### src/rtl/reg_scoreboard.sv
// reg_scoreboard: pending-write scoreboard gating ID issue on RAW and per-register write-limit hazards
//   Ports: clk/rst (async, active-high); issue_* handshake and operands from ID;
//   wb_valid/wb_addr retire from WB; flush drops all pending writes;
//   busy_vec per-register pending flag; stall, stall_cnt (saturating), err (sticky bad retire).
//   Optional SB_WB_BYPASS_EN: hazard/full checks see the same-cycle retire.
module reg_scoreboard #(
  parameter int NUM_REGS = 32,
  parameter int ADDR_W   = 5,
  parameter int CNT_W    = 2,
  parameter int STALL_W  = 16
) (
  input  logic                clk,
  input  logic                rst,
  input  logic                issue_valid,
  output logic                issue_ready,
  input  logic [ADDR_W-1:0]   issue_rs,
  input  logic [ADDR_W-1:0]   issue_rt,
  input  logic                issue_use_rs,
  input  logic                issue_use_rt,
  input  logic                issue_wr_en,
  input  logic [ADDR_W-1:0]   issue_wr_addr,
  input  logic                wb_valid,
  input  logic [ADDR_W-1:0]   wb_addr,
  input  logic                flush,
  output logic [NUM_REGS-1:0] busy_vec,
  output logic                stall,
  output logic [STALL_W-1:0]  stall_cnt,
  output logic                err
);
  localparam logic [CNT_W-1:0] LIMIT = '1;
  logic [CNT_W-1:0] pend_q [NUM_REGS];
  logic [CNT_W-1:0] pend_d [NUM_REGS];
  logic [CNT_W-1:0] eff [NUM_REGS];
  logic [NUM_REGS-1:0] inc, dec;
  logic raw, full, accept, err_q, err_d;
  logic [STALL_W-1:0] stall_cnt_q, stall_cnt_d;
  // dec never fires on r0 or on an empty counter, so r0 stays at zero forever
  always_comb begin
    for (int i = 0; i < NUM_REGS; i++) begin
      dec[i] = wb_valid & ~flush & (wb_addr == ADDR_W'(i)) & (i != 0) & (pend_q[i] != '0);
`ifdef SB_WB_BYPASS_EN
      eff[i] = pend_q[i] - CNT_W'(dec[i]);
`else
      eff[i] = pend_q[i];
`endif
      busy_vec[i] = pend_q[i] != '0;
    end
    raw = (issue_use_rs & (issue_rs != '0) & (eff[issue_rs] != '0)) |
          (issue_use_rt & (issue_rt != '0) & (eff[issue_rt] != '0));
    full = issue_wr_en & (issue_wr_addr != '0) & (eff[issue_wr_addr] == LIMIT);
    issue_ready = ~flush & ~raw & ~full;
    stall = issue_valid & ~issue_ready;
    accept = issue_valid & issue_ready;
  end
  always_comb begin
    for (int i = 0; i < NUM_REGS; i++) begin
      inc[i] = accept & issue_wr_en & (issue_wr_addr == ADDR_W'(i)) & (i != 0);
      pend_d[i] = flush ? '0 : pend_q[i] + CNT_W'(inc[i]) - CNT_W'(dec[i]);
    end
    err_d = err_q | (wb_valid & ~flush & (wb_addr != '0) & (pend_q[wb_addr] == '0));
    stall_cnt_d = (stall && !(&stall_cnt_q)) ? stall_cnt_q + STALL_W'(1) : stall_cnt_q;
  end
  always_ff @(posedge clk or posedge rst) begin
    if (rst) begin
      for (int i = 0; i < NUM_REGS; i++) pend_q[i] <= '0;
      err_q <= 1'b0;
      stall_cnt_q <= '0;
    end else begin
      for (int i = 0; i < NUM_REGS; i++) pend_q[i] <= pend_d[i];
      err_q <= err_d;
      stall_cnt_q <= stall_cnt_d;
    end
  end
  assign err = err_q;
  assign stall_cnt = stall_cnt_q;
endmodule

### config.mk
export PLATFORM = sky130hd
export DESIGN_NAME = reg_scoreboard
export DESIGN_NICKNAME = d
export VERILOG_FILES = /design/src/rtl/reg_scoreboard.sv
export SDC_FILE = /design/constraint.sdc
export NUM_CORES = 1
export LEC_CHECK = 0
export CAP_MARGIN = 20
export CORE_MARGIN = 1.5
export CORE_UTILIZATION = 34
export DETAILED_ROUTE_END_ITERATION = 8
export DONT_BUFFER_PORTS = 1
export GPL_ROUTABILITY_DRIVEN = 0
export PLACE_DENSITY = 0.53
export RECOVER_POWER = 50
export SYNTH_ARGS = -nofsm -noshare
export SYNTH_HDL_FRONTEND = slang
export SYNTH_SLANG_ARGS = --single-unit
### constraint.sdc
create_clock -name clk -period 4.6 [get_ports clk]
set_clock_uncertainty 0.05 [all_clocks]
set_input_delay 0.46 -clock clk [delete_from_list [all_inputs] [get_ports clk]]
set_output_delay 0.46 -clock clk [all_outputs]
set_load 0.02 [all_outputs]
==> impl_metrics.json, run 1 <==
{
  "hpwl_um": 13500,
  "viasPerCell": 5.69,
  "fmax_mhz": 241,
  "setup_tns_ns": 0,
  "grt_pass1_wl_um": 29900,
  "fin_ws_ns": 0.449,
  "final.period_utilization_pct": 90.2,
  "timing.hold.ws_ns": 0.123,
  "synth-adder-area-share_pct": 12.4,
  "synth_compound_area_share_pct": 4.06,
  "cts_tree": "yes",
  "synthesis.area_um2": 6350,
  "wl_um": 18600,
  "async_flop_share_pct": 100,
  "end_kind": "flop",
  "yosysWarnings": 0,
  "tightest_slew_ns": 2.38,
  "drtIter0Drc": 419,
  "period_needed_ns": 4.15,
  "start_util_pct": 35.0,
  "drive_gt1_share_pct": 10.1,
  "cts.sinks": 79,
  "irDropWorstVdd_mv": 0.196,
  "numCtsBuffers": 9,
  "required_ns": 4.79,
  "cts_setup_buffers": 0,
  "coreArea_um2": 18100,
  "total_power_mw": 1.79,
  "layout_commonest_cell": "dfrtp_1",
  "area.growth.synth_to_final_pct": 7.74,
  "pin_count": 79,
  "clkLatencyLatePin_ns": 0.36,
  "die_h_um": 140,
  "holdCritStartpoint": "flush",
  "hp-class": "in2reg",
  "synth_edf_count": 0,
  "r2r-end": "eff[31]$_DFF_PP0_",
  "relSlewSlack_pct": -58.8,
  "synth-seq-cells": 79,
  "cp_max_fo": 31,
  "h-tree-depth": 3,
  "nFillCells": 1821,
  "cp.depth": 15,
  "final_cell_mix": "79 x dfrtp_1, 76 x nor2_1, 68 x inv_1",
  "timing.critical_path.buf_inv": 2,
  "ff2ff_path_depth": 15,
  "crit_path_top_delay_cell": "a2111oi_1",
  "wire_per_inst_um": 20.8,
  "drv_cap": 2,
  "startpoint_type": "flop",
  "cpPeakStageDelay_ns": 0.54,
  "grt_antenna_before_repair": 0,
  "ctsResizeCount": 0,
  "hold_viol": 0,
  "track_usage_pct": 20.0,
  "syn_inst": 670,
  "rsz0062_at_grt": "no",
  "crit_family": "simple AND/OR/NAND/NOR gates",
  "drc": 8,
  "cts-root-buf": "clkbuf_16",
  "synth-simple-area-share_pct": 22.6,
  "synth_nets": 761,
  "drv_slew": 82,
  "die-area_um2": 19500,
  "synthMuxAreaShare_pct": 12.6,
  "crit_arrival_ns": 4.34,
  "setup_viol": 0,
  "crit_chain": "nor2_1, mux4_2, mux2i_1, a2111oi_1, o311ai_4, nor2_4, and3_1, buf_4, nand3_1, ha_1, inv_1, ha_1, xor2_1, xnor2_1, nor2_1",
  "postSynthAreaPerCell_um2": 9.48,
  "nNetsFinal": 749,
  "status": "finished, violations left",
  "row_count": 49,
  "clock_path_buffers": 2,
  "dieWidth_um": 140,
  "hold_buffers": 0,
  "synth_xor_area_share_pct": 10.2,
  "grt_max_degree": 67,
  "ys.flop_type": "dfrtp_1",
  "cp-startpoint": "eff[47]$_DFF_PP0_",
  "ant_nets": 0,
  "whs_path_depth": 1,
  "drt_pass1_iterations": 7,
  "post-place-ws_ns": 0.507,
  "p_leak_nw": 3.52,
  "clkTransAtPathRegs_ns": 0.06,
  "yosysUniqueCellTypes": 61,
  "crit_type": "reg2reg",
  "final_util_pct": 37.7,
  "port_buffers": 0,
  "ff2ff_setup_slack_ns": 0.45,
  "synth_top_family_by_area": "simple AND/OR/NAND/NOR gates",
  "violations": "design-rule violations, max-capacitance violations, max-slew violations",
  "diodes": 0,
  "grt_pass1_vias": 5212,
  "route.vias.total": 5078,
  "synth-seq-area-share_pct": 31.1,
  "r2r_start": "eff[47]$_DFF_PP0_",
  "whs_endpoint": "eff[30]$_DFF_PP0_",
  "overflow": 0,
  "powerDensity_nw_per_um2": 262
}
[through the flow]
step           cell area (µm²)  cells
2_1_floorplan             6350    670
3_3_place_gp              6560    876
3_5_place_dp              6560    876
4_1_cts                   6880    892
5_1_grt                   6840    892
6_report                  6840    892
[Yosys cell counts, types with 2 or more instances]
cell type	number	area share (%)
xor2_1	40	5.5
buf_1	5	0.30
or2_2	3	0.30
nand4b_1	3	0.41
nor2b_1	37	3.6
nand2b_1	4	0.39
nand2_1	32	1.9
nand3b_1	3	0.35
dfrtp_1	79	31
and2_1	5	0.49
nand4_1	18	1.8
mux2_2	4	0.71
nor3_1	39	3.1
buf_4	2	0.24
and3_1	3	0.30
or3_1	3	0.30
mux2i_1	5	0.79
nor4b_1	2	0.28
a211oi_1	2	0.24
or4b_1	2	0.32
a22oi_1	2	0.24
buf_2	7	0.55
nor4_1	3	0.30
ha_1	63	12
mux4_2	30	11
o211ai_1	3	0.35
nor2_1	76	4.5
clkbuf_1	21	1.2
nand3_1	24	1.9
inv_1	69	4.1
xnor2_1	34	4.7
nor3b_1	6	0.71
a311o_1	3	0.47
a31oi_1	2	0.20
a21oi_1	6	0.47
and3b_1	5	0.69
[layout make-up]
| type | count | area (µm²) | share of cell area [%] |
|---|---|---|---|
| Multi-Input combinational cell | 485 | 3930 | 57.5 |
| Sequential cell | 79 | 1980 | 28.9 |
| Tap cell | 229 | 287 | 4.19 |
| Inverter | 69 | 260 | 3.80 |
| Clock buffer | 10 | 229 | 3.35 |
| Clock inverter | 6 | 85.1 | 1.24 |
| Timing Repair Buffer | 14 | 71.3 | 1.04 |
[cell families (layout without fill, tap and decap cells)]
family,count (synthesis),after routing
other,1,1
XOR/XNOR,74,74
multiplexers,41,41
AO/OA/AOI/OAI,31,31
buffers and inverters,106,99
adder cells (fa/ha/maj),63,63
flip-flops,79,79
AND/OR/NAND/NOR,275,275
[sequential cells by signal, summed over array words and instances (netlist names)]
| register | cells |
|---|---|
| eff | 62 |
| stall_cnt | 16 |
| err | 1 |
[worst max-delay path by stage]
stage	to
floorplan	eff[41]$_DFF_PP0_
global placement	eff[43]$_DFF_PP0_
detailed placement	eff[31]$_DFF_PP0_
CTS	eff[31]$_DFF_PP0_
global route	eff[45]$_DFF_PP0_
finish	eff[31]$_DFF_PP0_
[layer usage]
metal	GRT usage [%]	wire, µm
met4	9.31	567
met2	31.2	8380
met5	0	0
met1	25.1	7800
met3	6.57	1810
[worst reg2reg max path, stage by stage, from the launching register on]
cell       delay [ns]
dfrtp_1          0.42
nor2_1           0.40
mux4_2           0.35
mux2i_1          0.08
a2111oi_1        0.54
o311ai_4         0.23
nor2_4           0.33
and3_1           0.22
buf_4            0.34
nand3_1          0.19
ha_1             0.32
inv_1            0.04
ha_1             0.18
xor2_1           0.17
xnor2_1          0.14
nor2_1           0.05
[where the power goes]
group          internal, mW  switching, mW
combinational        0.0738          0.102
clock                 0.473          0.303
sequential            0.734          0.108
total                  1.28          0.512
Note: power is estimated with default switching activity, not from simulation.
==> inputs of run 2 (changes only) <==
--- a/config.mk
+++ b/config.mk
@@ -6,13 +6,13 @@
 export NUM_CORES = 1
 export LEC_CHECK = 0
 export CAP_MARGIN = 20
-export CORE_MARGIN = 1.5
 export CORE_UTILIZATION = 34
 export DETAILED_ROUTE_END_ITERATION = 8
 export DONT_BUFFER_PORTS = 1
 export GPL_ROUTABILITY_DRIVEN = 0
 export PLACE_DENSITY = 0.53
 export RECOVER_POWER = 50
+export SLEW_MARGIN = 20
 export SYNTH_ARGS = -nofsm -noshare
 export SYNTH_HDL_FRONTEND = slang
 export SYNTH_SLANG_ARGS = --single-unit
==> run 2 against run 1 <==
The run still ends with design-rule violations, max-capacitance violations, max-slew violations left. First-iteration DRC count up 11%. Global-route usage up 0.10 points. Sequential power about the same. Hold slack worse by 0.0072 ns. Count of clock-buffer cells in the layout down 1. Final area up 0.40%.
==> impl_metrics.json, run 2 (synthesized netlist as in run 1, its figures left out) <==
{
  "tightest_slew_ns": 2.51,
  "drv_cap": 1,
  "clkTransAtPathRegs_ns": 0.07,
  "met3_usage_pct": 5.46,
  "grt_max_degree": 67,
  "final_util_pct": 37.9,
  "coreArea_um2": 18100,
  "p_leak_nw": 3.53,
  "required_ns": 4.79,
  "start_util_pct": 35.0,
  "crit_type": "reg2reg",
  "pwr-share-clk_pct": 43.9,
  "setup_viol": 0,
  "wl_um": 18400,
  "fmax_mhz": 243,
  "wire_per_inst_um": 20.6,
  "row_count": 49,
  "timing.hold.ws_ns": 0.116,
  "final.period_utilization_pct": 89.5,
  "dieWidth_um": 139,
  "p_switching_uw": 529,
  "viasPerCell": 5.63,
  "combPwrFrac_pct": 9.7,
  "final_cell_mix": "79 x dfrtp_1, 76 x nor2_1, 68 x inv_1",
  "placed_area_um2": 6580,
  "overflow": 0,
  "track_usage_pct": 20.1,
  "grt_pass1_vias": 5153,
  "largest_reg_flops": 62,
  "violations": "design-rule violations, max-capacitance violations, max-slew violations",
  "die-area_um2": 19200,
  "numCtsBuffers": 9,
  "cts-root-buf": "clkbuf_16",
  "irDropWorstVdd_mv": 0.166,
  "hpwl_um": 13500,
  "port_buffers": 0,
  "cts.sinks": 79,
  "hold_viol": 0,
  "crit_arrival_ns": 4.31,
  "ant_nets": 0,
  "grt_pass1_wl_um": 29700,
  "drtIter0Drc": 465,
  "route.vias.total": 5032,
  "ctsResizeCount": 0,
  "powerDensity_nw_per_um2": 264,
  "nNetsFinal": 751,
  "power.internal_mw": 1.28,
  "crit_path_top_delay_cell": "a2111oi_1",
  "area.growth.synth_to_final_pct": 8.18,
  "layout_commonest_cell": "dfrtp_1",
  "swShare_pct": 29.2,
  "diodes": 0,
  "met1_usage_pct": 27.0,
  "die_h_um": 139,
  "rsz0062_at_grt": "no",
  "stdcell_area_um2": 6870,
  "drv_slew": 55,
  "use_met2_pct": 31.3,
  "pin_count": 79,
  "drc": 11,
  "end_kind": "flop",
  "cts_tree": "yes",
  "clock_path_buffers": 2,
  "cpPeakStageDelay_ns": 0.58,
  "power_frac_seq_pct": 46.3,
  "setup_tns_ns": 0,
  "status": "finished, violations left",
  "cts_setup_buffers": 0,
  "clkLatencyLatePin_ns": 0.35,
  "relSlewSlack_pct": -68.3,
  "period_needed_ns": 4.12,
  "drive_gt1_share_pct": 10.5,
  "cp_max_fo": 31,
  "crit_chain": "nor2_1, mux4_2, nor4b_1, a2111oi_1, o311ai_4, nor2_4, and3_1, buf_4, nand4_1, ha_1, inv_1, ha_1, xor2_1, xnor2_1, nor2_1",
  "hold_buffers": 0,
  "grt-busiest-layer": "met2",
  "drt_pass1_iterations": 7,
  "grt_antenna_before_repair": 0,
  "startpoint_type": "flop",
  "hp-class": "in2reg",
  "h-tree-depth": 3
}
[run 2: cell types whose count changed in the layout (fill, tap and decap cells not counted)]
cell / before / now
or2_2: 3 / 2
or2_0: 0 / 1
buf_4: 5 / 8
clkbuf_1: 10 / 8
clkinv_2: 2 / 1
clkinv_4: 0 / 2
[run 2: power by group through the flow]
stage	clock network (mW)	logic, mW	registers, mW
detailed placement	0	0.177	0.853
CTS	0.809	0.178	0.840
floorplan	0	0.170	0.838
finish	0.796	0.176	0.840
global placement	0	0.173	0.851
global route	0.839	0.195	0.845
[run 2: worst paths after layout]
kind                                                start                         to  slack, ns  cells past startpoint
min in group asynchronous                             rst          eff[56]$_DFF_PP0_       0.62                      1
max in group asynchronous                             rst          eff[23]$_DFF_PP0_       1.76                      2
worst min-delay path                                flush          eff[26]$_DFF_PP0_       0.12                      1
worst min register to register  stall_cnt[10]$_DFFE_PP0P_  stall_cnt[10]$_DFFE_PP0P_       0.58                      1
worst max-delay path                    eff[19]$_DFF_PP0_          eff[45]$_DFF_PP0_       0.48                     15
worst max register to register          eff[19]$_DFF_PP0_          eff[45]$_DFF_PP0_       0.48                     15
[run 2: worst max-delay path: cells and delay by family, from the launching register on]
kind / cells / cell delay (ns)
xor+xnor: 2 / 0.32
fa+ha+maj: 2 / 0.48
compound gates: 2 / 0.81
flops: 1 / 0.42
mux: 1 / 0.36
buf+inv: 2 / 0.39
simple gates: 6 / 1.16
[run 2: metrics by stage]
stage / cells / total power [mW] / worst slack (ns)
final: 894 / 1.81 / 0.484
after global routing: 894 / 1.88 / 0.267
after CTS: 894 / 1.83 / 0.500
after detailed placement: 878 / 1.03 / 0.505
after global placement: 878 / 1.02 / 0.614
after floorplan: 670 / 1.01 / 0.871
[run 2: layer usage]
metal | up-vias | wire, µm
li1 | 2276 | -
met1 | 2508 | 8000
met2 | 215 | 8290
met3 | 33 | 1700
met4 | 0 | 397
met5 | - | 0
[run 2: layout make-up]
type,instances,area [µm²]
multi-input cells,485,3930
inverters,69,260
repair buffers,16,90.1
clock buffers,9,225
fillers,1833,11300
clock inverters,7,97.6
well taps,229,287
flip-flops and latches,79,1980
